==> config.mk <==
export PLATFORM = sky130hd
export DESIGN_NAME = i2c_cmd_queue
export DESIGN_NICKNAME = d
export VERILOG_FILES = /design/src/rtl/i2c_pkg.sv /design/src/rtl/sync_fifo.sv /design/src/rtl/i2c_cmd_queue.sv
export SDC_FILE = /design/constraint.sdc
export NUM_CORES = 1
export LEC_CHECK = 0
export BUFFER_PORTS_ARGS = -buffer_cell sky130_fd_sc_hd__buf_2
export CORE_UTILIZATION = 50
export DETAILED_ROUTE_END_ITERATION = 6
export PLACE_DENSITY = 0.83
export SYNTH_ARGS = -nofsm -noshare
export SYNTH_HDL_FRONTEND = slang
export SYNTH_SLANG_ARGS = --single-unit
==> constraint.sdc <==
create_clock -name clk -period 2.4 [get_ports clk]
set_input_delay 0.36 -clock clk [delete_from_list [all_inputs] [get_ports clk]]
set_output_delay 0.36 -clock clk [all_outputs]
set_load 0.005 [all_outputs]
==> src/rtl/i2c_pkg.sv <==
// Shared definitions for the I2C command queue: port offsets, STATUS bit map, FSM states, queue entry.
// Latency: n/a (types and constants only).
// Backpressure: n/a.
package i2c_pkg;

    // Port offsets from PORT_BASE
    localparam logic [15:0] ADDR_OFS = 16'd0;
    localparam logic [15:0] DATA_OFS = 16'd1;
    localparam logic [15:0] CTRL_OFS = 16'd2;
    localparam logic [15:0] STAT_OFS = 16'd3;
    localparam logic [15:0] RX_OFS   = 16'd4;

    // STATUS low-byte bit positions; the occupancy count sits at [15:8]
    localparam int ST_EMPTY = 0;
    localparam int ST_FULL  = 1;
    localparam int ST_BUSY  = 2;
    localparam int ST_RXV   = 3;
    localparam int ST_ERR   = 4;
    localparam int ST_OVF   = 5;
    localparam int ST_TMO   = 6;
    localparam int ST_CNT   = 8;

    typedef enum logic [1:0] {
        S_IDLE   = 2'd0,
        S_LAUNCH = 2'd1,
        S_BUSY   = 2'd2,
        S_DONE   = 2'd3
    } state_t;

    typedef struct packed {
        logic       rw;
        logic [6:0] addr;
        logic [7:0] data;
    } cmd_t;

endpackage

==> src/rtl/sync_fifo.sv <==
// Synchronous FIFO with flush; ports: push/wdat in, pop/rdat out (show-ahead), flush, full/empty/count.
// Latency: a push is visible at rdat/count one edge later; rdat always shows the head combinationally.
// Backpressure: push while full is dropped, pop while empty is ignored, flush overrides both.
module sync_fifo #(
    parameter int WIDTH = 16,
    parameter int DEPTH = 4,
    parameter int CNT_W = $clog2(DEPTH) + 1
) (
    input  logic             clk,
    input  logic             rst_n,
    input  logic             push,
    input  logic [WIDTH-1:0] wdat,
    input  logic             pop,
    input  logic             flush,
    output logic [WIDTH-1:0] rdat,
    output logic             full,
    output logic             empty,
    output logic [CNT_W-1:0] count
);

    localparam int AW = $clog2(DEPTH);

    logic [WIDTH-1:0] mem [DEPTH];
    logic [AW-1:0]    wr_ptr;
    logic [AW-1:0]    rd_ptr;
    logic             do_push;
    logic             do_pop;

    assign full    = (count == CNT_W'(DEPTH));
    assign empty   = (count == '0);
    assign do_push = push && !full && !flush;
    assign do_pop  = pop && !empty && !flush;
    assign rdat    = mem[rd_ptr];

    // DEPTH is a power of two, so the pointers wrap naturally
    always_ff @(posedge clk or negedge rst_n) begin
        if (!rst_n) begin
            wr_ptr <= '0;
            rd_ptr <= '0;
            count  <= '0;
        end else if (flush) begin
            wr_ptr <= '0;
            rd_ptr <= '0;
            count  <= '0;
        end else begin
            if (do_push) wr_ptr <= wr_ptr + AW'(1);
            if (do_pop)  rd_ptr <= rd_ptr + AW'(1);
            count <= count + CNT_W'(do_push) - CNT_W'(do_pop);
        end
    end

    always_ff @(posedge clk) begin
        if (do_push) mem[wr_ptr] <= wdat;
    end

endmodule

==> src/rtl/i2c_cmd_queue.sv <==
// Queues TramelBlaze I2C transactions and issues them back-to-back to the I2C core; one IRQ on drain/error.
// Latency: push (with go set) -> start after 2 edges; ready rise -> next start 3 cycles; tb_data_o combinational.
// Backpressure: pushes into a full queue are dropped and flagged ovf; launches wait for i2c_ready_i.
// Ports: TramelBlaze side tb_* (port id/data/strobes/irq), core side i2c_* (ready/ack_err/rx in, addr/rw/data/start out).
// Build option: define I2C_TIMEOUT_EN to enable the per-transaction watchdog (TIMEOUT_CYCLES).
module i2c_cmd_queue
    import i2c_pkg::*;
#(
    parameter logic [15:0] PORT_BASE      = 16'h0001,
    parameter int          FIFO_DEPTH     = 4,
    parameter int          CNT_W          = $clog2(FIFO_DEPTH) + 1,
    parameter int          TIMEOUT_CYCLES = 100000
) (
    input  logic        clk,
    input  logic        rst_n,
    input  logic [15:0] tb_port_id_i,
    input  logic [15:0] tb_data_i,
    input  logic        tb_write_st_i,
    input  logic        tb_read_st_i,
    input  logic        tb_intr_ack_i,
    output logic        tb_intr_r_o,
    output logic [15:0] tb_data_o,
    input  logic        i2c_ready_i,
    input  logic        i2c_ack_err_i,
    input  logic [7:0]  i2c_rx_data_i,
    output logic [6:0]  i2c_address_o,
    output logic        i2c_rw_o,
    output logic [7:0]  i2c_data_o,
    output logic        i2c_start_o
);

    state_t           state, state_nxt;
    logic             go, intr_en, stg_rw, rx_valid, err, ovf, tmo, intr, ready_q;
    logic [6:0]       stg_addr;
    logic [7:0]       rx_byte;
    cmd_t             head, push_cmd;
    logic             full, empty;
    logic [CNT_W-1:0] count;
    logic             wr_addr, wr_data, wr_ctrl, rd_stat, rd_rx, flush;
    logic             launch, pop, done, ready_rise, tmo_hit, err_set, intr_set;
    logic [15:0]      stat;
    logic             unused_bits;

    assign wr_addr = tb_write_st_i && (tb_port_id_i == PORT_BASE + ADDR_OFS);
    assign wr_data = tb_write_st_i && (tb_port_id_i == PORT_BASE + DATA_OFS);
    assign wr_ctrl = tb_write_st_i && (tb_port_id_i == PORT_BASE + CTRL_OFS);
    assign rd_stat = tb_read_st_i  && (tb_port_id_i == PORT_BASE + STAT_OFS);
    assign rd_rx   = tb_read_st_i  && (tb_port_id_i == PORT_BASE + RX_OFS);
    assign flush   = wr_ctrl && tb_data_i[1];
    assign unused_bits = ^tb_data_i[15:8];

    assign push_cmd = '{rw: stg_rw, addr: stg_addr, data: tb_data_i[7:0]};

    sync_fifo #(.WIDTH($bits(cmd_t)), .DEPTH(FIFO_DEPTH), .CNT_W(CNT_W)) u_fifo (
        .clk   (clk),
        .rst_n (rst_n),
        .push  (wr_data),
        .wdat  (push_cmd),
        .pop   (pop),
        .flush (flush),
        .rdat  (head),
        .full  (full),
        .empty (empty),
        .count (count)
    );

    assign ready_rise = i2c_ready_i && !ready_q;

`ifdef I2C_TIMEOUT_EN
    localparam int TW = $clog2(TIMEOUT_CYCLES + 1);
    logic [TW-1:0] tmo_cnt;
    logic          in_txn;

    assign in_txn  = (state == S_LAUNCH) || (state == S_BUSY);
    // Fires on the edge where the count would reach TIMEOUT_CYCLES
    assign tmo_hit = in_txn && (tmo_cnt == TW'(TIMEOUT_CYCLES - 1));

    always_ff @(posedge clk or negedge rst_n) begin
        if (!rst_n)                tmo_cnt <= '0;
        else if (!in_txn || tmo_hit) tmo_cnt <= '0;
        else                       tmo_cnt <= tmo_cnt + TW'(1);
    end
`else
    assign tmo_hit = 1'b0;
`endif

    always_comb begin
        state_nxt = state;
        launch    = 1'b0;
        pop       = 1'b0;
        done      = 1'b0;
        case (state)
            S_IDLE: begin
                if (go && !empty && i2c_ready_i) begin
                    launch    = 1'b1;
                    state_nxt = S_LAUNCH;
                end
            end
            S_LAUNCH: if (!i2c_ready_i) state_nxt = S_BUSY;
            S_BUSY:   if (ready_rise)   state_nxt = S_DONE;
            S_DONE: begin
                done      = 1'b1;
                pop       = 1'b1;
                state_nxt = S_IDLE;
            end
            default: state_nxt = S_IDLE;
        endcase
        if (tmo_hit) begin
            pop       = 1'b1;
            state_nxt = S_IDLE;
        end
    end

    assign err_set  = (done && i2c_ack_err_i) || tmo_hit;
    // count <= 1 in DONE means the pop (or an earlier flush) leaves the queue empty
    assign intr_set = intr_en && ((done && (count <= CNT_W'(1))) || err_set);

    always_ff @(posedge clk or negedge rst_n) begin
        if (!rst_n) begin
            state         <= S_IDLE;
            ready_q       <= 1'b0;
            i2c_start_o   <= 1'b0;
            i2c_address_o <= '0;
            i2c_rw_o      <= 1'b0;
            i2c_data_o    <= '0;
            stg_rw        <= 1'b0;
            stg_addr      <= '0;
            go            <= 1'b0;
            intr_en       <= 1'b0;
            rx_byte       <= '0;
            rx_valid      <= 1'b0;
            err           <= 1'b0;
            ovf           <= 1'b0;
            tmo           <= 1'b0;
            intr          <= 1'b0;
        end else begin
            state       <= state_nxt;
            ready_q     <= i2c_ready_i;
            // start is high for exactly the cycles spent in LAUNCH
            i2c_start_o <= (state_nxt == S_LAUNCH);
            if (launch) begin
                i2c_address_o <= head.addr;
                i2c_rw_o      <= head.rw;
                i2c_data_o    <= head.data;
            end
            if (wr_addr) begin
                stg_rw   <= tb_data_i[7];
                stg_addr <= tb_data_i[6:0];
            end
            if (wr_ctrl) begin
                go      <= tb_data_i[0];
                intr_en <= tb_data_i[2];
            end
            if (err_set) go <= 1'b0;
            if (done && i2c_rw_o) rx_byte <= i2c_rx_data_i;

            if (done && i2c_rw_o)     rx_valid <= 1'b1;
            else if (rd_rx)           rx_valid <= 1'b0;
            if (err_set)              err <= 1'b1;
            else if (rd_stat)         err <= 1'b0;
            if (wr_data && full)      ovf <= 1'b1;
            else if (rd_stat)         ovf <= 1'b0;
            if (tmo_hit)              tmo <= 1'b1;
            else if (rd_stat)         tmo <= 1'b0;
            if (intr_set)             intr <= 1'b1;
            else if (tb_intr_ack_i)   intr <= 1'b0;
        end
    end

    assign tb_intr_r_o = intr;

    always_comb begin
        stat                       = '0;
        stat[ST_CNT +: CNT_W]      = count;
        stat[ST_EMPTY]             = empty;
        stat[ST_FULL]              = full;
        stat[ST_BUSY]              = (state != S_IDLE);
        stat[ST_RXV]               = rx_valid;
        stat[ST_ERR]               = err;
        stat[ST_OVF]               = ovf;
        stat[ST_TMO]               = tmo;
    end

    always_comb begin
        tb_data_o = '0;
        if (rd_stat)    tb_data_o = stat;
        else if (rd_rx) tb_data_o = {8'h00, rx_byte};
    end

endmodule

==> run summary, run 1 <==
SYNTHESIS
--------------------------------------------------------------------------------------------------------
Cells after Synth .........................................................................          276
Most frequently used cell type in the post-synthesis netlist .............................. sky130_fd_sc_hd__edfxtp_1
Unique masters post-synth .................................................................           48
Number of enable-type register cells in the synthesized netlist ...........................           64
Leading post-synthesis cells by cell area ................................................. sky130_fd_sc_hd__edfxtp_1, sky130_fd_sc_hd__dfrtp_1, sky130_fd_sc_hd__mux2_2
Share of async-settable or async-resettable flops after synthesis .........................        43.4%
Primary flip-flop cell chosen by synthesis mapping ........................................ sky130_fd_sc_hd__edfxtp_1
Number of warnings reported in the yosys synthesis log ....................................            0
Top cell types by occurrence after synthesis .............................................. sky130_fd_sc_hd__edfxtp_1, sky130_fd_sc_hd__dfrtp_1, sky130_fd_sc_hd__mux2_2
Most area-hungry cell type in the Yosys netlist ........................................... sky130_fd_sc_hd__edfxtp_1
Syn Area/Cell .............................................................................     16.9 µm²
Proportion of synthesized chip area in sequential cells ...................................        67.5%
Top cell type's share of synthesized area .................................................        41.2%
Netlist Area Pre-Place ....................................................................     4670 µm²
Post-synthesis register bit count .........................................................          113

STA
--------------------------------------------------------------------------------------------------------
Number of endpoints failing setup at the final stage ......................................            0
Worst clock skew on the final layout ......................................................   0.00784 ns
Max transition margin .....................................................................        56.6%
Final count of pins violating max slew ....................................................            0
FMAX ......................................................................................      442 MHz
Final min period ..........................................................................      2.26 ns
Hold Violations, Final ....................................................................            0
Final critical-path setup slack ...........................................................     0.135 ns
Hold slack final ..........................................................................    0.0160 ns
Least-Margin Pin Slew .....................................................................     0.650 ns
Final clock period utilization by the worst path ..........................................        94.4%
Setup repair after global routing missed its margin .......................................        false

FINISH
--------------------------------------------------------------------------------------------------------
Nets ......................................................................................          425
Layout area overhead ......................................................................        27.3%
Antenna Cells .............................................................................            0
Final Non-Filler Cells ....................................................................          489
Layout cell share with drive strength beyond 1 ............................................        45.4%

PLACED DESIGN
--------------------------------------------------------------------------------------------------------
Final RePlAce weighted congestion .........................................................        0.812
Total of buffers placed on input and output ports .........................................           67
Post-detail-place hpwl ....................................................................      5310 µm
Total instance count after detailed placement .............................................          457
Pre-CTS setup slack .......................................................................   -0.0610 ns

FLOORPLANNING
--------------------------------------------------------------------------------------------------------
Effective utilization at floorplan ........................................................        52.5%
Y dimension of the die ....................................................................      98.6 µm
Core footprint ............................................................................     8890 µm²
Count of boundary I/O pins ................................................................           81
Width of the die ..........................................................................      98.6 µm
Die area ..................................................................................     9720 µm²
Placement Rows ............................................................................           34

CLOCKING
--------------------------------------------------------------------------------------------------------
Post-CTS setup buffer count ...............................................................            0
CTS tree ..................................................................................          yes
Post-CTS clock slew at the launch and capture registers of the worst setup and hold paths .      0.05 ns
Number of clock buffers inserted by TritonCTS .............................................           17
Clock Sinks ...............................................................................          113
Largest buffer count on any clock path ....................................................            2
Level count of the clock H-tree ...........................................................            4
Insertion delay of the later-clocked pin in the worst-skew pair ...........................      0.51 ns
Root buffer cell .......................................................................... sky130_fd_sc_hd__clkbuf_8

FLOW RUN
--------------------------------------------------------------------------------------------------------
Count of maximum capacitance violations ...................................................            0

DRT
--------------------------------------------------------------------------------------------------------
Total via count after detailed routing ....................................................        2,699
Vias per inst .............................................................................         5.52
Starting DRT DRC Count ....................................................................          173
Post-DR wirelength/cell ...................................................................      17.7 µm
Number of iterations in the first detailed-routing pass ...................................            6
Final wirelength ..........................................................................      8680 µm
Post-route ant nets .......................................................................            0
Final routed DRC violation total ..........................................................            0

POWER AND IR DROP
--------------------------------------------------------------------------------------------------------
Worst IR Drop VDD .........................................................................     0.647 mV
Leakage power .............................................................................      2.63 nW
Power Dens Cells ..........................................................................   934 nW/µm²

CRITICAL PATH
--------------------------------------------------------------------------------------------------------
Path depth of the worst reg2reg path ......................................................           10
Setup crit start kind .....................................................................   input port
Crit Path Class ...........................................................................    in -> out
Endpoint type of the worst setup path .....................................................  output port
Worst Path Arrival ........................................................................      1.90 ns
Req. time, crit path ......................................................................      2.04 ns
Max Fanout on Critical Path ...............................................................            6

GLOBAL ROUTE
--------------------------------------------------------------------------------------------------------
Wire length of the first global-routing pass ..............................................    14,000 µm
Number of antenna violations at the first check in global routing .........................            0
GRT overflow ..............................................................................            0
Overall Global Routing Usage ..............................................................        19.9%
Via count of the first global-routing pass ................................................        2,727
Largest net degree at the start of global routing .........................................           50

RUN STATUS
--------------------------------------------------------------------------------------------------------
Outcome ................................................................................... finished, final reports clean

HOLD PATH
--------------------------------------------------------------------------------------------------------
Type of the most critical hold path .......................................................    in -> reg
Worst Hold Path Cells .....................................................................            1

layout make-up:
| cell class | count | area (µm²) |
|---|---|---|
| Clock buffer | 21 | 459 |
| Fill cell | 545 | 2950 |
| Clock inverter | 10 | 205 |
| Multi-Input combinational cell | 142 | 1440 |
| Inverter | 11 | 41.3 |
| Sequential cell | 113 | 3150 |
| Tap cell | 108 | 135 |
| Timing Repair Buffer | 84 | 515 |
worst max-delay path, stage by stage:
cell	delay, ns
sky130_fd_sc_hd__buf_2	0.11
sky130_fd_sc_hd__nor4_4	0.39
sky130_fd_sc_hd__nand2_1	0.13
sky130_fd_sc_hd__or4_4	0.59
sky130_fd_sc_hd__a2bb2o_4	0.22
sky130_fd_sc_hd__buf_2	0.10
cell usage in the layout (no fill, tap or decap), drive strengths merged, types with 6 or more instances in the layout:
cell type   n
and2        7
buf        83
bufinv      6
clkbuf     21
dfrtp      49
edfxtp     64
ha          8
inv        12
mux2       34
mux4       16
nand2      10
nor2       13
path summary, 6_finish.rpt:
| check | from | end | slack [ns] |
|---|---|---|---|
| max | tb_port_id_i[13] | tb_data_o[0] | 0.14 |
| min | i2c_ready_i | ready_q | 0.02 |
| max reg2reg | u_fifo.count[0] | u_fifo.count[2] | 0.17 |
| min reg2reg | i2c_data_o[0] | i2c_data_o[0] | 0.49 |
| max in group asynchronous | rst_n | stg_addr[0] | 1.45 |
| min in group asynchronous | rst_n | rx_byte[1] | 0.51 |
power by group:
group	internal, mW	switching (mW)
sequential	2.11	0.0706
combinational	0.288	0.298
clock	1.97	0.816
total	4.36	1.18
routing by layer:
metal  vias up  track usage [%]  wire length [µm]
met4         0             7.69               126
li1       1223                -                 -
met1      1376             24.5              3580
met5         -                0                 0
met2        88             33.3              4610
met3        12             6.10               355
per-stage QoR:
stage	setup TNS (ns)	cell area, µm²	util, %	power (mW)
3_3_place_gp	0	5250	59.0	2.77
3_5_place_dp	-0.0687	5250	59.0	2.79
5_1_grt	0	5940	66.8	5.75
4_1_cts	0	5920	66.6	5.59
6_report	0	5940	66.8	5.55
2_1_floorplan	0	4680	-	2.62
cells by family (layout without fill, tap and decap cells):
group / count (synthesis) / in the layout / share of synthesized area [%]
flip-flops: 113 / 113 / 67.5
AND/OR/NAND/NOR: 58 / 58 / 7.86
multiplexers: 52 / 52 / 16.4
buffers and inverters: 25 / 126 / 2.52
AO/OA/AOI/OAI: 15 / 15 / 2.60
adder cells (fa/ha/maj): 9 / 9 / 2.57
XOR/XNOR: 3 / 3 / 0.563
other: 1 / 5 / 0.0804
timing repair:
item                                    in CTS  in global routing
endpoints found under the setup margin       0                  5
endpoints found under the hold margin       49                  0
resized for setup                            0                  3
hold buffers                                 1                  0
flip-flops by register name, summed over array words and instances, names as in the netlist:
name,count
i2c_address_o,7
rx_valid,1
u_fifo.mem,64
go,1
rx_byte,8
i2c_data_o,8
stg_addr,7
stg_rw,1
intr_en,1
u_fifo.wr_ptr,2
u_fifo.rd_ptr,2
ready_q,1
i2c_rw_o,1
u_fifo.count,3
err,1
ovf,1
state,2
i2c_start_o,1
tb_intr_r_o,1
Note: power is estimated with default switching activity, not from simulation.
==> run 2: changes to the inputs <==
--- a/config.mk
+++ b/config.mk
@@ -11,4 +11,5 @@
 export PLACE_DENSITY = 0.83
 export SYNTH_ARGS = -nofsm -noshare
 export SYNTH_HDL_FRONTEND = slang
+export SYNTH_HIERARCHICAL = 1
 export SYNTH_SLANG_ARGS = --single-unit
==> run 2 against run 1 <==
Against the previous run:
- the run now ends with negative setup slack left
- register-to-register slack worse by 0.19 ns
- sequential power up 2%
- clock-buffer cell count down 1
- final area up 4.8%
- first-iteration DRC count down 24%
- critical path type is now in -> reg
- final cell count up 4.9%
- largest cell class unchanged
- die area down 0.20%
- setup slack worse by 0.49 ns
- clock power down 7.5%
- wire length up 13%
- synthesized area down 0.21%
- fmax down 18%
==> run summary, run 2 <==
CRITICAL PATH
--------------------------------------------------------------------------------------------------------
Startpoint of the worst-slack reg-to-reg timing path ...................................... u_fifo/count[0]
Register-to-register setup slack ..........................................................     -0.02 ns   -0.19 ns
Critical path, cell by cell ............................................................... buf_6 > or4_4 > or3_4 > nor3_4 > inv_2 > nor3_4 > inv_1 > ha_1 > inv_1 > ha_1 > inv_1 > fa_2 > xor2_1 > and2_1 > nor3_1
Max Fanout on Critical Path ...............................................................            2   -4
Path depth of the worst reg2reg path ......................................................           10   unchanged
Delay of the slowest critical-path stage ..................................................      0.53 ns   -0.06 ns
Crit Path Class ...........................................................................    in -> reg
Crit path buffers/inverters ...............................................................            5   +3
Req. time, crit path ......................................................................      2.82 ns   +0.78 ns
Critical path's top delay family .......................................................... simple AND/OR/NAND/NOR gates
Worst Path Arrival ........................................................................      3.18 ns   +1.28 ns
Slowest stage cell, crit path ............................................................. sky130_fd_sc_hd__or4_4
Most common cell type on the critical path ................................................ sky130_fd_sc_hd__inv_1
Setup crit start kind .....................................................................   input port
Critical register-to-register path endpoint ............................................... u_fifo/count[2]
Endpoint type of the worst setup path .....................................................     register

HOLD PATH
--------------------------------------------------------------------------------------------------------
Type of the most critical hold path .......................................................    in -> reg
HP Start .................................................................................. tb_intr_ack_i
Worst Hold Path Cells .....................................................................            2   +1
Hold EP ...................................................................................  tb_intr_r_o

STA
--------------------------------------------------------------------------------------------------------
Final count of pins violating max slew ....................................................            0   unchanged
Setup repair after global routing missed its margin .......................................         true
Final clock period utilization by the worst path ..........................................         115%   +21 points
Hold Violations, Final ....................................................................            0   unchanged
Number of endpoints failing setup at the final stage ......................................           13   +13
Final min period ..........................................................................      2.76 ns   +0.494 ns
Max transition margin .....................................................................        54.6%   -2.0 points
Worst clock skew on the final layout ......................................................   0.00807 ns   +0.000229 ns
Least-Margin Pin Slew .....................................................................     0.682 ns   +0.0314 ns
FMAX ......................................................................................      362 MHz   -18%
Final critical-path setup slack ...........................................................    -0.359 ns   -0.494 ns

PLACED DESIGN
--------------------------------------------------------------------------------------------------------
Total of buffers placed on input and output ports .........................................           67   unchanged
Pre-CTS setup slack .......................................................................    -0.862 ns   -0.801 ns
Post-detail-place hpwl ....................................................................      5550 µm   +4.5%
Final RePlAce weighted congestion .........................................................        0.761   -6.3%

FLOORPLANNING
--------------------------------------------------------------------------------------------------------
Count of boundary I/O pins ................................................................           81   unchanged
Width of the die ..........................................................................      98.5 µm   -0.10%
Effective utilization at floorplan ........................................................        52.6%   +0.14 points
Placement Rows ............................................................................           34   unchanged
Die area ..................................................................................     9700 µm²   -0.20%
Y dimension of the die ....................................................................      98.5 µm   -0.10%
Core footprint ............................................................................     8850 µm²   -0.48%

FINISH
--------------------------------------------------------------------------------------------------------
Layout cell share with drive strength beyond 1 ............................................        50.9%   +5.5 points
Most frequent standard cell in the layout excluding fill and tap cells .................... sky130_fd_sc_hd__buf_2
Nets ......................................................................................          446   +4.9%
Number of flip-flops under the largest register name ......................................           64   unchanged
Antenna Cells .............................................................................            0   unchanged
Top Registers ............................................................................. u_fifo/mem x64, i2c_data_o x8, rx_byte x8
Top library cells by usage in the layout, fill and taps aside ............................. sky130_fd_sc_hd__buf_2, sky130_fd_sc_hd__edfxtp_1, sky130_fd_sc_hd__dfrtp_1
Layout area overhead ......................................................................        33.6%
Reg with most FFs .........................................................................   u_fifo/mem
Post-route core utilization ...............................................................        70.3%   +3.5 points

SYNTHESIS
--------------------------------------------------------------------------------------------------------
Top cell types by occurrence after synthesis .............................................. sky130_fd_sc_hd__edfxtp_1, sky130_fd_sc_hd__dfrtp_1, sky130_fd_sc_hd__mux2_2
Primary flip-flop cell chosen by synthesis mapping ........................................ sky130_fd_sc_hd__edfxtp_1
Most area-hungry cell type in the Yosys netlist ........................................... sky130_fd_sc_hd__edfxtp_1
Syn Area/Cell .............................................................................     17.4 µm²   +2.8%
Share of async-settable or async-resettable flops after synthesis .........................        43.4%   unchanged
Netlist Area Pre-Place ....................................................................     4660 µm²   -0.21%
Cells after Synth .........................................................................          268   -2.9%
Top cell type's share of synthesized area .................................................        41.3%   +0.089 points
Number of enable-type register cells in the synthesized netlist ...........................           64   unchanged
Most frequently used cell type in the post-synthesis netlist .............................. sky130_fd_sc_hd__edfxtp_1
Leading post-synthesis cells by cell area ................................................. sky130_fd_sc_hd__edfxtp_1, sky130_fd_sc_hd__dfrtp_1, sky130_fd_sc_hd__mux2_2
Proportion of synthesized chip area in sequential cells ...................................        67.6%   +0.14 points
Number of warnings reported in the yosys synthesis log ....................................            6   +6
Unique masters post-synth .................................................................           40   -17%
Post-synthesis register bit count .........................................................          113   unchanged

GLOBAL ROUTE
--------------------------------------------------------------------------------------------------------
Wire length of the first global-routing pass ..............................................    15,200 µm   +8.0%
Via count of the first global-routing pass ................................................        2,951   +8.2%
Number of antenna violations at the first check in global routing .........................            0   unchanged
Largest net degree at the start of global routing .........................................           28   -44%
Overall Global Routing Usage ..............................................................        21.8%   +1.9 points
GRT overflow ..............................................................................            0   unchanged

POWER AND IR DROP
--------------------------------------------------------------------------------------------------------
Worst IR Drop VDD .........................................................................     0.388 mV   -40%
Leakage power .............................................................................      2.84 nW   +8.0%
Power Dens Cells ..........................................................................   874 nW/µm²   -6.4%

DRT
--------------------------------------------------------------------------------------------------------
Number of iterations in the first detailed-routing pass ...................................            7   +1
Post-route ant nets .......................................................................            0   unchanged
Final routed DRC violation total ..........................................................            0   unchanged
Vias per inst .............................................................................         5.39   -2.4%
Post-DR wirelength/cell ...................................................................      19.1 µm   +7.7%
Final wirelength ..........................................................................      9800 µm   +13%
Starting DRT DRC Count ....................................................................          132   -24%
Total via count after detailed routing ....................................................        2,764   +2.4%

CLOCKING
--------------------------------------------------------------------------------------------------------
Level count of the clock H-tree ...........................................................            4   unchanged
Number of clock buffers inserted by TritonCTS .............................................           17   unchanged
Post-CTS clock slew at the launch and capture registers of the worst setup and hold paths .      0.06 ns   about the same
CTS tree ..................................................................................          yes
Insertion delay of the later-clocked pin in the worst-skew pair ...........................      0.51 ns   about the same
Clock Sinks ...............................................................................          113   unchanged
Root buffer cell .......................................................................... sky130_fd_sc_hd__clkbuf_8
Largest buffer count on any clock path ....................................................            2   unchanged

RUN STATUS
--------------------------------------------------------------------------------------------------------
Violated checks ........................................................................... negative setup slack
Outcome ................................................................................... finished with violations

FLOW RUN
--------------------------------------------------------------------------------------------------------
Count of maximum capacitance violations ...................................................            0   unchanged

-- run 2: cell types whose count changed after synthesis, moves of 3 or more --
cell / before / now
sky130_fd_sc_hd__o21ai_0: 2 / 6
sky130_fd_sc_hd__nor3_1: 2 / 6
sky130_fd_sc_hd__and2_1: 7 / 12
sky130_fd_sc_hd__nand3_1: 4 / 0
sky130_fd_sc_hd__mux2_4: 0 / 8
sky130_fd_sc_hd__mux4_2: 16 / 8
sky130_fd_sc_hd__o22ai_1: 3 / 0
sky130_fd_sc_hd__nor2_1: 13 / 7
sky130_fd_sc_hd__nand2b_1: 2 / 5
sky130_fd_sc_hd__mux2_2: 32 / 25
sky130_fd_sc_hd__mux4_1: 0 / 8
-- run 2: cell families (layout without fill, tap and decap cells) --
family                     after synthesis  in the layout  share of synthesized area (%)
adders and majority gates                7              7                           2.04
muxes                                   51             51                           17.4
and+or+nand+nor                         51             51                           6.48
DFF                                    113            113                           67.6
buffers and inverters                   24            157                           3.06
xor gates and xnor gates                 3              3                          0.564
other                                    1              5                         0.0805
AOI/OAI and AO/OA                       18             18                           2.74
-- run 2: final cells by class --
class / instances / area (µm²)
tap: 108 / 135
inverter: 10 / 37.5
sequential: 113 / 3150
clock inverter: 12 / 183
fill: 545 / 2630
clock buffer: 20 / 435
multi-input combinational: 135 / 1490
timing repair buffer: 115 / 798
-- run 2: repair_timing --
action                     CTS  global route
setup endpoints to repair   10            14
pin swaps                    4             2
hold buffers                 2             0
setup buffers               17             5
hold endpoints to repair    26             0
gates cloned                 1             1
resized for setup           19             8
-- run 2: worst max path at each step --
stage | startpoint | cells after the start | end
2_1_floorplan | tb_port_id_i[3] | 15 | u_fifo/count[2]
3_3_place_gp | tb_port_id_i[3] | 15 | u_fifo/count[2]
3_5_place_dp | tb_port_id_i[3] | 15 | u_fifo/count[2]
4_1_cts | tb_port_id_i[3] | 15 | u_fifo/count[2]
5_1_grt | tb_port_id_i[3] | 15 | u_fifo/count[2]
6_report | tb_port_id_i[3] | 15 | u_fifo/count[2]
-- run 2: per-stage QoR --
stage | hold WS [ns] | std cells | TNS (ns) | power [mW] | instance area, µm²
global placement | 0.436 | 460 | -13.82 | 2.84 | 5330
finish | 0.0404 | 513 | -2.45 | 5.44 | 6220
global route | 0.0241 | 513 | -3.06 | 5.63 | 6220
floorplan | 0.0644 | 272 | -1.39 | 2.68 | 4720
detailed placement | 0.436 | 460 | -17.79 | 2.87 | 5330
CTS | 0.0188 | 512 | -0.966 | 5.46 | 6180
-- run 2: routing by layer --
layer  up-vias  global-route usage, %  wire, µm
li1       1261                      -         -
met1      1396                   24.5      3920
met2        89                   37.9      5230
met3        18                   6.38       404
met4         0                   10.8       240
met5         -                      0         0
-- run 2: where the power goes --
| group | internal (mW) | leakage (nW) | switching [mW] |
|---|---|---|---|
| clock network | 1.72 | 0.303 | 0.863 |
| logic | 0.332 | 1.25 | 0.309 |
| registers | 2.11 | 1.29 | 0.103 |
==> run 3: changes to the inputs <==
--- a/config.mk
+++ b/config.mk
@@ -6,9 +6,11 @@
 export NUM_CORES = 1
 export LEC_CHECK = 0
 export BUFFER_PORTS_ARGS = -buffer_cell sky130_fd_sc_hd__buf_2
-export CORE_UTILIZATION = 50
+export CORE_UTILIZATION = 52
+export CTS_BUF_LIST = sky130_fd_sc_hd__clkbuf_8
 export DETAILED_ROUTE_END_ITERATION = 6
-export PLACE_DENSITY = 0.83
+export PLACE_DENSITY = 0.86
+export SETUP_SLACK_MARGIN = 0.02
 export SYNTH_ARGS = -nofsm -noshare
 export SYNTH_HDL_FRONTEND = slang
 export SYNTH_HIERARCHICAL = 1
==> run 3 against run 2 <==
Against the previous run:
- the run still ends with negative setup slack left
- final area fell by 5.9%
- register-to-register slack gained 0.05 ns
- sequential power barely moved
- clock-buffer cell count shrank 2
- combinational power decreased by 3%
- clock power fell by 22%
- clock skew is 0.0019 ns higher
- sequential share of layout area up 3.1 points
- critical path type unchanged
- largest power group is now registers
- highest routed layer unchanged
==> run summary, run 3 (same netlist as run 2, synthesis figures left out) <==
STA
--------------------------------------------------------------------------------------------------------
Final count of pins violating max slew ....................................................            0   unchanged
Hold Violations, Final ....................................................................            0   unchanged
Max transition margin .....................................................................        55.6%   +1.1 points
Final clock period utilization by the worst path ..........................................         118%   +2.9 points
Worst clock skew on the final layout ......................................................   0.00994 ns   +0.00187 ns
Least-Margin Pin Slew .....................................................................     0.666 ns   -0.0159 ns
FMAX ......................................................................................      353 MHz   -2.5%
Final critical-path setup slack ...........................................................    -0.430 ns   -0.0706 ns
Number of endpoints failing setup at the final stage ......................................           13   unchanged
Final min period ..........................................................................      2.83 ns   +0.0706 ns
Setup repair after global routing missed its margin .......................................         true

FLOORPLANNING
--------------------------------------------------------------------------------------------------------
Core footprint ............................................................................     8680 µm²   -1.9%
Effective utilization at floorplan ........................................................        53.7%   +1.0 points
Placement Rows ............................................................................           34   unchanged
Die area ..................................................................................     9340 µm²   -3.8%
Y dimension of the die ....................................................................      96.6 µm   -1.9%
Width of the die ..........................................................................      96.6 µm   -1.9%
Count of boundary I/O pins ................................................................           81   unchanged

CRITICAL PATH
--------------------------------------------------------------------------------------------------------
Endpoint type of the worst setup path .....................................................     register
Path depth of the worst reg2reg path ......................................................           10   unchanged
Critical path, cell by cell ............................................................... buf_6 > or4_4 > or3_4 > nor3_4 > inv_2 > nor3_4 > inv_1 > ha_1 > inv_1 > ha_2 > inv_2 > fa_2 > xor2_1 > and2_1 > nor3_1
Register-to-register setup slack ..........................................................      0.03 ns   +0.05 ns
Delay of the slowest critical-path stage ..................................................      0.53 ns   about the same
Critical path's top delay family .......................................................... simple AND/OR/NAND/NOR gates
Req. time, crit path ......................................................................      2.74 ns   -0.08 ns
Slowest stage cell, crit path ............................................................. sky130_fd_sc_hd__or4_4
Max Fanout on Critical Path ...............................................................            2   unchanged
Critical register-to-register path endpoint ............................................... u_fifo/count[2]
Setup crit start kind .....................................................................   input port
Crit path buffers/inverters ...............................................................            5   unchanged
Worst Path Arrival ........................................................................      3.17 ns   about the same
Startpoint of the worst-slack reg-to-reg timing path ...................................... u_fifo/count[1]
Crit Path Class ...........................................................................    in -> reg
Launching element of the worst setup path ................................................. tb_port_id_i[3]

POWER AND IR DROP
--------------------------------------------------------------------------------------------------------
Leakage power .............................................................................      2.65 nW   -6.8%
Worst IR Drop VDD .........................................................................     0.446 mV   +15%
Power Dens Cells ..........................................................................   824 nW/µm²   -5.7%
Pwr Total .................................................................................      4.83 mW   -11%

PLACED DESIGN
--------------------------------------------------------------------------------------------------------
Placed cell areas .........................................................................     5310 µm²   -0.42%
Total instance count after detailed placement .............................................          457   -0.65%
Post-detail-place hpwl ....................................................................      5460 µm   -1.6%
Total of buffers placed on input and output ports .........................................           67   unchanged
Final RePlAce weighted congestion .........................................................        0.803   +5.5%

DRT
--------------------------------------------------------------------------------------------------------
Final routed DRC violation total ..........................................................            0   unchanged
Total via count after detailed routing ....................................................        2,753   -0.40%
Post-DR wirelength/cell ...................................................................      18.5 µm   -3.3%
Post-route ant nets .......................................................................            0   unchanged
Final wirelength ..........................................................................      9130 µm   -6.8%
Vias per inst .............................................................................         5.57   +3.4%
Starting DRT DRC Count ....................................................................          174   +32%
Number of iterations in the first detailed-routing pass ...................................            5   -2

CLOCKING
--------------------------------------------------------------------------------------------------------
Level count of the clock H-tree ...........................................................            4   unchanged
Root buffer cell .......................................................................... sky130_fd_sc_hd__clkbuf_8
Post-CTS clock slew at the launch and capture registers of the worst setup and hold paths .      0.07 ns   about the same
Clock Sinks ...............................................................................          113   unchanged
Insertion delay of the later-clocked pin in the worst-skew pair ...........................      0.43 ns   -0.08 ns
Largest buffer count on any clock path ....................................................            2   unchanged
Count of hold buffers inserted by post-cts repair .........................................            0   -2
CTS tree ..................................................................................          yes
Number of clock buffers inserted by TritonCTS .............................................           17   unchanged

FINISH
--------------------------------------------------------------------------------------------------------
Most frequent standard cell in the layout excluding fill and tap cells .................... sky130_fd_sc_hd__buf_2
Filler Cells Inserted .....................................................................          555   +1.8%
Top library cells by usage in the layout, fill and taps aside ............................. sky130_fd_sc_hd__buf_2, sky130_fd_sc_hd__edfxtp_1, sky130_fd_sc_hd__dfrtp_1
Layout area overhead ......................................................................        25.8%
Antenna Cells .............................................................................            0   unchanged
Final instance area .......................................................................     5860 µm²   -5.9%
Layout cell share with drive strength beyond 1 ............................................        50.0%   -0.86 points
Top Registers ............................................................................. u_fifo/mem x64, i2c_data_o x8, rx_byte x8
Final Non-Filler Cells ....................................................................          494   -3.7%
Reg with most FFs .........................................................................   u_fifo/mem
Number of flip-flops under the largest register name ......................................           64   unchanged
Nets ......................................................................................          427   -4.3%

GLOBAL ROUTE
--------------------------------------------------------------------------------------------------------
Largest net degree at the start of global routing .........................................           50   +79%
Wire length of the first global-routing pass ..............................................    14,500 µm   -4.4%
Number of antenna violations at the first check in global routing .........................            0   unchanged
Overall Global Routing Usage ..............................................................        20.6%   -1.2 points
Via count of the first global-routing pass ................................................        2,945   -0.20%
GRT overflow ..............................................................................            0   unchanged

FLOW RUN
--------------------------------------------------------------------------------------------------------
Count of maximum capacitance violations ...................................................            0   unchanged

RUN STATUS
--------------------------------------------------------------------------------------------------------
Violated checks ........................................................................... negative setup slack
Outcome ................................................................................... finished with violations

HOLD PATH
--------------------------------------------------------------------------------------------------------
Type of the most critical hold path .......................................................  in -> async

[run 3: cell types whose count changed in the layout (fill, tap and decap cells not counted), moves of 2 or more]
cell | before | now
sky130_fd_sc_hd__clkinvlp_4 | 0 | 2
sky130_fd_sc_hd__clkbuf_8 | 2 | 18
sky130_fd_sc_hd__clkbuf_1 | 2 | 0
sky130_fd_sc_hd__buf_4 | 31 | 23
sky130_fd_sc_hd__clkinv_4 | 5 | 3
sky130_fd_sc_hd__buf_6 | 12 | 3
sky130_fd_sc_hd__dlygate4sd3_1 | 2 | 0
sky130_fd_sc_hd__inv_6 | 1 | 4
sky130_fd_sc_hd__clkbuf_16 | 16 | 0
[run 3: report_power, final]
| part | total, mW | internal (mW) | switching (mW) |
|---|---|---|---|
| sequential | 2.21 | 2.11 | 0.0954 |
| clock | 2.00 | 1.17 | 0.828 |
| combinational | 0.621 | 0.316 | 0.305 |
| total | 4.83 | 3.60 | 1.23 |
[run 3: metal layers]
metal | GRT usage (%) | wire length (µm) | up-vias
met5 | 0 | 0 | -
met4 | 9.64 | 275 | 0
met3 | 6.50 | 414 | 27
met2 | 35.0 | 4840 | 94
met1 | 23.6 | 3600 | 1405
li1 | - | - | 1227
[run 3: worst max-delay path by stage]
stage,end,slack [ns],cells after the start
after floorplan,u_fifo/count[2],-0.69,15
after global placement,u_fifo/count[2],-0.79,15
after detailed placement,u_fifo/count[2],-0.86,15
after CTS,u_fifo/count[2],-0.35,15
after global routing,u_fifo/count[2],-0.50,15
final,u_fifo/count[2],-0.43,15
[run 3: worst register-to-register path: stages, from the launching register on]
cell	delay [ns]
sky130_fd_sc_hd__dfrtp_1	0.46
sky130_fd_sc_hd__o31ai_1	0.40
sky130_fd_sc_hd__nor2_1	0.08
sky130_fd_sc_hd__ha_1	0.28
sky130_fd_sc_hd__inv_1	0.07
sky130_fd_sc_hd__ha_2	0.18
sky130_fd_sc_hd__inv_2	0.05
sky130_fd_sc_hd__fa_2	0.33
sky130_fd_sc_hd__xor2_1	0.16
sky130_fd_sc_hd__and2_1	0.17
sky130_fd_sc_hd__nor3_1	0.12
[run 3: area by class of cell]
type                    instances  area, µm²  share of cell area (%)
flip-flops and latches        113       3150                    53.7
multi-input cells             135       1470                    25.1
repair buffers                 96        617                    10.5
clock buffers                  18        248                    4.23
clock inverters                14        201                    3.44
well taps                     108        135                    2.31
inverters                      10       37.5                   0.641
[run 3: timing repair]
| item | 4_1_cts | 5_1_grt |
|---|---|---|
| pin swaps | 2 | 1 |
| gates resized for setup | 8 | 11 |
| setup buffers | 1 | 2 |
| setup endpoints to repair | 10 | 13 |
| gates cloned | 0 | 2 |
[run 3: metrics by stage]
stage	setup slack [ns]	utilization, %	hold WS, ns	setup TNS [ns]
global placement	-0.787	61.2	0.479	-13.32
global route	-0.502	67.5	0.0679	-2.55
CTS	-0.352	66.7	0.0620	-0.974
finish	-0.430	67.5	0.0462	-1.77
floorplan	-0.689	-	0.0644	-1.39
detailed placement	-0.863	61.2	0.487	-17.96
